==> config.mk <==
export PLATFORM = sky130hd
export DESIGN_NAME = id_ex_pipe
export DESIGN_NICKNAME = d
export VERILOG_FILES = /design/src/rtl/pipe_pkg.sv /design/src/rtl/load_use_detect.sv /design/src/rtl/id_ex_pipe.sv
export SDC_FILE = /design/constraint.sdc
export NUM_CORES = 1
export LEC_CHECK = 0
export BUFFER_PORTS_ARGS = -buffer_cell sky130_fd_sc_hd__buf_2
export CORE_AREA = 2 2 155 157
export CTS_CLUSTER_SIZE = 40
export DETAILED_ROUTE_END_ITERATION = 12
export DIE_AREA = 0 0 157 159
export GPL_TIMING_DRIVEN = 0
export PLACE_DENSITY = 0.66
export SLEW_MARGIN = 25
export SYNTH_ARGS = -nofsm -noshare
export SYNTH_HDL_FRONTEND = slang
export SYNTH_SLANG_ARGS = --single-unit
==> constraint.sdc <==
create_clock -name clk -period 2.05 [get_ports clk]
set_input_delay 0.205 -clock clk [delete_from_list [all_inputs] [get_ports clk]]
set_output_delay 0.205 -clock clk [all_outputs]
set_load 0.005 [all_outputs]
==> src/rtl/pipe_pkg.sv <==
// Shared pipeline definitions for the RV32I core.
// Holds the ResultSrc and ALU control encodings plus the execute-stage
// control bundle ctrl_e_t. The EX/MEM and MEM/WB registers reuse the bundle.
package pipe_pkg;

  // ResultSrc: selects the writeback source.
  localparam logic [1:0] RESULT_ALU = 2'b00;
  localparam logic [1:0] RESULT_MEM = 2'b01;
  localparam logic [1:0] RESULT_PC4 = 2'b10;
  localparam logic [1:0] RESULT_IMM = 2'b11;

  // ALU control encodings.
  localparam logic [3:0] ALU_ADD  = 4'b0000;
  localparam logic [3:0] ALU_SUB  = 4'b0001;
  localparam logic [3:0] ALU_AND  = 4'b0010;
  localparam logic [3:0] ALU_OR   = 4'b0011;
  localparam logic [3:0] ALU_XOR  = 4'b0100;
  localparam logic [3:0] ALU_SLT  = 4'b0101;
  localparam logic [3:0] ALU_SLTU = 4'b0110;
  localparam logic [3:0] ALU_SLL  = 4'b0111;
  localparam logic [3:0] ALU_SRL  = 4'b1000;
  localparam logic [3:0] ALU_SRA  = 4'b1001;

  typedef struct packed {
    logic       reg_write;
    logic [1:0] result_src;
    logic       mem_write;
    logic [3:0] alu_ctrl;
    logic       alu_src;
    logic [2:0] funct3;
  } ctrl_e_t;

endpackage

==> src/rtl/load_use_detect.sv <==
// Combinational load-use hazard detector.
// Flags when the instruction in execute is a valid load that writes a
// nonzero rd, and the valid decode instruction reads that rd.
// The rs2 match is conservative: it is applied even when rs2 is unused.
// Ports: execute-stage valid/reg_write/result_src/rd, decode-stage
// valid/rs1/rs2, and hazard_o.
module load_use_detect
  import pipe_pkg::*;
#(
  parameter int REG_ADDR_W = 5
) (
  input  logic                  valid_e_i,
  input  logic                  reg_write_e_i,
  input  logic [1:0]            result_src_e_i,
  input  logic [REG_ADDR_W-1:0] rd_e_i,
  input  logic                  valid_d_i,
  input  logic [REG_ADDR_W-1:0] rs1_d_i,
  input  logic [REG_ADDR_W-1:0] rs2_d_i,
  output logic                  hazard_o
);

  logic is_load_e;
  logic rd_match;

  assign is_load_e = valid_e_i & reg_write_e_i & (result_src_e_i == RESULT_MEM)
                   & (rd_e_i != '0);
  assign rd_match  = (rd_e_i == rs1_d_i) | (rd_e_i == rs2_d_i);
  assign hazard_o  = is_load_e & valid_d_i & rd_match;

endmodule

==> src/rtl/id_ex_pipe.sv <==
// Decode-to-execute pipeline register.
// Registers the decode control and data fields into the execute stage.
// Adds a valid bit, a hold control (stall_i) and a kill control (flush_i).
// On a load-use hazard it inserts a bubble by itself and counts the bubble
// in a saturating counter.
// Per-edge priority: rst > flush (bubble) > stall (hold) > hazard (bubble,
// count) > load.
// Ports: *_d_i are the decode inputs and *_e_o their registered copies.
// load_use_stall_o asks fetch/decode to hold this cycle.
// bubble_cnt_o is the hazard-bubble count.
module id_ex_pipe
  import pipe_pkg::*;
#(
  parameter int DATA_WIDTH = 32,
  parameter int REG_ADDR_W = 5,
  parameter int CNT_W      = 16
) (
  input  logic                  clk,
  input  logic                  rst,
  input  logic                  valid_d_i,
  input  logic                  reg_write_d_i,
  input  logic [1:0]            result_src_d_i,
  input  logic                  mem_write_d_i,
  input  logic [3:0]            alu_ctrl_d_i,
  input  logic                  alu_src_d_i,
  input  logic [2:0]            funct3_d_i,
  input  logic [DATA_WIDTH-1:0] rd1_d_i,
  input  logic [DATA_WIDTH-1:0] rd2_d_i,
  input  logic [REG_ADDR_W-1:0] rs1_d_i,
  input  logic [REG_ADDR_W-1:0] rs2_d_i,
  input  logic [REG_ADDR_W-1:0] rd_d_i,
  input  logic [DATA_WIDTH-1:0] imm_ext_d_i,
  input  logic [DATA_WIDTH-1:0] pc_d_i,
  input  logic [DATA_WIDTH-1:0] pc_plus4_d_i,
  input  logic                  stall_i,
  input  logic                  flush_i,
  output logic                  valid_e_o,
  output logic                  reg_write_e_o,
  output logic [1:0]            result_src_e_o,
  output logic                  mem_write_e_o,
  output logic [3:0]            alu_ctrl_e_o,
  output logic                  alu_src_e_o,
  output logic [2:0]            funct3_e_o,
  output logic [DATA_WIDTH-1:0] rd1_e_o,
  output logic [DATA_WIDTH-1:0] rd2_e_o,
  output logic [REG_ADDR_W-1:0] rs1_e_o,
  output logic [REG_ADDR_W-1:0] rs2_e_o,
  output logic [REG_ADDR_W-1:0] rd_e_o,
  output logic [DATA_WIDTH-1:0] imm_ext_e_o,
  output logic [DATA_WIDTH-1:0] pc_e_o,
  output logic [DATA_WIDTH-1:0] pc_plus4_e_o,
  output logic                  load_use_stall_o,
  output logic [CNT_W-1:0]      bubble_cnt_o
);

  ctrl_e_t               ctrl_in, ctrl_q, ctrl_d;
  logic                  valid_q, valid_d;
  logic [DATA_WIDTH-1:0] rd1_q, rd1_d, rd2_q, rd2_d;
  logic [DATA_WIDTH-1:0] imm_q, imm_d, pc_q, pc_d, pc4_q, pc4_d;
  logic [REG_ADDR_W-1:0] rs1_q, rs1_d, rs2_q, rs2_d, rd_q, rd_d;
  logic [CNT_W-1:0]      cnt_q, cnt_d;
  logic                  hazard;

  assign ctrl_in = '{reg_write:  reg_write_d_i,
                     result_src: result_src_d_i,
                     mem_write:  mem_write_d_i,
                     alu_ctrl:   alu_ctrl_d_i,
                     alu_src:    alu_src_d_i,
                     funct3:     funct3_d_i};

  load_use_detect #(.REG_ADDR_W(REG_ADDR_W)) u_lud (
    .valid_e_i      (valid_q),
    .reg_write_e_i  (ctrl_q.reg_write),
    .result_src_e_i (ctrl_q.result_src),
    .rd_e_i         (rd_q),
    .valid_d_i      (valid_d_i),
    .rs1_d_i        (rs1_d_i),
    .rs2_d_i        (rs2_d_i),
    .hazard_o       (hazard)
  );

  // A stall or flush already holds or kills the stage, so no extra request
  // to freeze decode is needed.
  assign load_use_stall_o = hazard & ~flush_i & ~stall_i;

  always_comb begin
    // Default: hold.
    valid_d = valid_q;
    ctrl_d  = ctrl_q;
    rd1_d   = rd1_q;
    rd2_d   = rd2_q;
    rs1_d   = rs1_q;
    rs2_d   = rs2_q;
    rd_d    = rd_q;
    imm_d   = imm_q;
    pc_d    = pc_q;
    pc4_d   = pc4_q;
    cnt_d   = cnt_q;
    if (flush_i || (!stall_i && hazard)) begin
      // Bubble: data fields are zeroed too, which keeps waveforms clean.
      valid_d = 1'b0;
      ctrl_d  = '0;
      rd1_d   = '0;
      rd2_d   = '0;
      rs1_d   = '0;
      rs2_d   = '0;
      rd_d    = '0;
      imm_d   = '0;
      pc_d    = '0;
      pc4_d   = '0;
      if (!flush_i && cnt_q != '1) cnt_d = cnt_q + 1'b1;
    end else if (!stall_i) begin
      valid_d = valid_d_i;
      ctrl_d  = ctrl_in;
      rd1_d   = rd1_d_i;
      rd2_d   = rd2_d_i;
      rs1_d   = rs1_d_i;
      rs2_d   = rs2_d_i;
      rd_d    = rd_d_i;
      imm_d   = imm_ext_d_i;
      pc_d    = pc_d_i;
      pc4_d   = pc_plus4_d_i;
    end
  end

  always_ff @(posedge clk) begin
    if (rst) begin
      valid_q <= 1'b0;
      ctrl_q  <= '0;
      rd1_q   <= '0;
      rd2_q   <= '0;
      rs1_q   <= '0;
      rs2_q   <= '0;
      rd_q    <= '0;
      imm_q   <= '0;
      pc_q    <= '0;
      pc4_q   <= '0;
      cnt_q   <= '0;
    end else begin
      valid_q <= valid_d;
      ctrl_q  <= ctrl_d;
      rd1_q   <= rd1_d;
      rd2_q   <= rd2_d;
      rs1_q   <= rs1_d;
      rs2_q   <= rs2_d;
      rd_q    <= rd_d;
      imm_q   <= imm_d;
      pc_q    <= pc_d;
      pc4_q   <= pc4_d;
      cnt_q   <= cnt_d;
    end
  end

  assign valid_e_o      = valid_q;
  assign reg_write_e_o  = ctrl_q.reg_write;
  assign result_src_e_o = ctrl_q.result_src;
  assign mem_write_e_o  = ctrl_q.mem_write;
  assign alu_ctrl_e_o   = ctrl_q.alu_ctrl;
  assign alu_src_e_o    = ctrl_q.alu_src;
  assign funct3_e_o     = ctrl_q.funct3;
  assign rd1_e_o        = rd1_q;
  assign rd2_e_o        = rd2_q;
  assign rs1_e_o        = rs1_q;
  assign rs2_e_o        = rs2_q;
  assign rd_e_o         = rd_q;
  assign imm_ext_e_o    = imm_q;
  assign pc_e_o         = pc_q;
  assign pc_plus4_e_o   = pc4_q;
  assign bubble_cnt_o   = cnt_q;

endmodule

==> results.cfg <==
[drt]
avgViaCountPerCell = 4.63
vias = 7826
wirelength_um = 28000
drc_errors = 0
wl_per_cell_um = 16.5
drt_iter0_markers = 350
ant_nets = 0
first_pass_iters = 4

[grt]
grt_pass1_wl_um = 42900
track_usage = 0.215
grt_max_degree = 14
grt_overflow = 0
antenna_found_initial = 0
grt_pass1_vias = 8189

[sta]
rsz0062_at_grt = yes
skew_ns = 0.00790
slew_violations = 0
layout_min_cycle_time_ns = 2.05
slew_headroom = 0.438
hold_viol_final = 0
fin_ws_ns = 0.000508
tightest_slew_ns = 0.844
fmaxAchievable_mhz = 488
fin_crit_sh = 1.00
setup_violations = 0
tns_ns = 0

[logic_synthesis]
synthFlopType = dfxtp_1
yosysSeqAreaShare = 0.533
yosysWarnings = 0
synthCells = 743
synth_fp_nets = 936
syn_avg_cell_area_um2 = 10.3
synthesis.area_um2 = 7660
synth_edf_count = 0
async_flop_share = 0
yosys_register_bits = 204
ys_types = 36

[placement]
numPortBuffers = 394
gp_congestion = 0.868
hpwlAfterDp_um = 18300
preCtsSetupSlack_ns = -0.444

[worst_hold_path]
hp-class = primary input to flip-flop

[clocking]
cts_tree = built
clock-sinks = 204
cts_made_buffers = 23
clkLatencyLatePin_ns = 0.51
path_clk_slew_ns = 0.06
cts_buffer_depth = 3
clockRootBuffer = clkbuf_16
cts_max_level = 1

[critical_path]
crit_arrival_ns = 1.84
reg2reg_depth = 7
r2r_setup_slack_ns = 0.07
critPathCaptureType = output port
cp-start-kind = primary input
required_ns = 1.85
path_class = primary input to output port
crit_start = rs1_d_i[3]
cp_max_fo = 2
cp_slowest_cell = dlygate4sd3_1
max_stage_delay_ns = 0.55
cp-endpoint = load_use_stall_o
r2r-end = bubble_cnt_o[7]
r2r-start = valid_e_o
path_cells = dlygate4sd3_1, buf_2, xor2_1, nor3_2, a22oi_2, buf_6, buf_8, nor3_2, buf_2

[floorplan]
dieArea_um2 = 25000
initial_core_util = 0.330
fp.dieW_um = 157
ios = 397
dieHeight_um = 159
rows = 56
core_area_um2 = 23200

[final_layout]
drive_above_1_share = 0.348
fillers = 1977
diodes = 0
final_net_count = 1549
syn_to_final_growth_pct = 67.5

[pwr]
peakVddDrop_mv = 0.573
p_per_area_nw_per_um2 = 747
leakage_nw = 6.40

[job]
drv_cap = 0

[outcome]
outcome = complete, no violations
[flip-flops by register name (all words and copies together) (netlist names)]
| register | flops |
|---|---|
| alu_ctrl_e_o | 4 |
| alu_src_e_o | 1 |
| bubble_cnt_o | 16 |
| funct3_e_o | 3 |
| imm_ext_e_o | 32 |
| mem_write_e_o | 1 |
| pc_e_o | 32 |
| pc_plus4_e_o | 32 |
| rd1_e_o | 32 |
| rd2_e_o | 32 |
| rd_e_o | 5 |
| reg_write_e_o | 1 |
| result_src_e_o | 2 |
| rs1_e_o | 5 |
| rs2_e_o | 5 |
| valid_e_o | 1 |
[area by class of cell]
class	instances	area, um^2	share of cell area
clock buffer	33	653	0.0509
buffer	48	265	0.0207
clock inverter	9	129	0.0100
timing repair buffer	588	3910	0.305
tap	319	399	0.0311
sequential	204	4100	0.319
inverter	3	11.3	0.000877
multi-input combinational	488	3370	0.263
[where the power goes]
group | switching, mW | leakage [nW] | internal (mW)
sequential | 0.0689 | 1.66 | 4.08
combinational | 0.517 | 4.36 | 0.679
clock | 1.65 | 0.378 | 2.60
[through the flow]
| stage | hold WS [ns] | util | total power, mW | instances | area, um^2 |
|---|---|---|---|---|---|
| after floorplan | 0.349 | - | 4.67 | 743 | 7660 |
| after global placement | 0.434 | 0.433 | 5.09 | 1456 | 10000 |
| after detailed placement | 0.441 | 0.433 | 5.10 | 1456 | 10000 |
| after CTS | 0.00237 | 0.552 | 9.66 | 1692 | 12800 |
| after global routing | 0.0262 | 0.553 | 9.95 | 1692 | 12800 |
| final | 0.0318 | 0.553 | 9.59 | 1692 | 12800 |
[how the worst min path moves through the flow]
stage	startpoint	to	slack, ns	cells past startpoint
finish	imm_ext_d_i[24]	imm_ext_e_o[24]	0.03	3
global route	imm_ext_d_i[24]	imm_ext_e_o[24]	0.03	3
CTS	imm_ext_d_i[24]	imm_ext_e_o[24]	0.002	3
detailed placement	imm_ext_d_i[3]	imm_ext_e_o[3]	0.44	3
global placement	imm_ext_d_i[8]	imm_ext_e_o[8]	0.43	3
floorplan	alu_ctrl_d_i[0]	alu_ctrl_e_o[0]	0.35	2
[routing by layer]
layer	track usage	vias up	share of wire
met5	0	-	0
met3	0.0465	71	0.058
met1	0.236	3719	0.39
li1	-	3748	-
met2	0.397	288	0.51
met4	0.0826	0	0.035
[cell usage in the layout, fill, tap and decap left out, drive strengths merged]
cell type | Yosys | final
a211oi | 1 | 1
a21oi | 13 | 13
a22oi | 1 | 1
and2 | 3 | 3
and3 | 3 | 3
and4 | 2 | 2
buf | 20 | 422
bufinv | 0 | 3
clkbuf | 28 | 60
clkinv | 0 | 3
clkinvlp | 0 | 2
dfxtp | 204 | 204
dlygate4sd3 | 0 | 187
ha | 1 | 1
inv | 3 | 4
mux2 | 4 | 4
mux2i | 187 | 187
nand2 | 7 | 7
nand2b | 2 | 2
nand3 | 5 | 5
nand4 | 11 | 11
nand4b | 2 | 2
nor2 | 196 | 196
nor2b | 4 | 4
nor3 | 8 | 8
nor4 | 2 | 2
o21ai | 5 | 5
o21ba | 1 | 1
o31a | 1 | 1
o31ai | 8 | 8
or3 | 3 | 3
or4 | 7 | 7
or4b | 1 | 1
xor2 | 10 | 10
[repair_timing]
| item | 4_1_cts | 5_1_grt |
|---|---|---|
| endpoints found under the hold margin | 187 | 0 |
| cloned | 0 | 0 |
| buffers inserted | 7 | 1 |
| resized for setup | 17 | 13 |
| endpoints found under the setup margin | 192 | 179 |
| pin swaps | 6 | 4 |
| hold buffers | 187 | 0 |
[synth_stat cells, drive strengths merged (2+ instances only)]
library cell  instances  area, um^2
and4                  2        17.5
nor2                196         736
inv                   3        11.3
or3                   3        18.8
and3                  3        18.8
clkbuf               28         105
a21oi                13        65.1
and2                  3        18.8
dfxtp               204        4080
o31ai                 8        60.1
buf                  20         135
or4                   7        52.6
nand4b                2        17.5
nand2                 7        26.3
nand2b                2        20.0
xor2                 10        87.6
nor3                  8        40.0
nand4                11        68.8
o21ai                 5        32.5
nand3                 5        25.0
mux2                  4        45.0
nor4                  2        12.5
mux2i               187        1870
nor2b                 4        25.0
[critical path: cells and delay by family]
kind | cells | cell delay [ns]
buffers and inverters | 5 | 1.08
and+or+nand+nor | 2 | 0.30
xor gates and xnor gates | 1 | 0.15
AOI/OAI and AO/OA | 1 | 0.11
[kinds of logic (layout without fill, tap and decap cells)]
group	count (synthesis)	after routing	share of synthesized area
XOR/XNOR	10	10	0.0114
multiplexers	191	191	0.250
adder cells (fa/ha/maj)	1	1	0.00163
buffers and inverters	51	681	0.0328
AND/OR/NAND/NOR	256	256	0.144
AO/OA/AOI/OAI	30	30	0.0266
flip-flops	204	204	0.533
No activity file was read; power rests on OpenSTA's default activity.
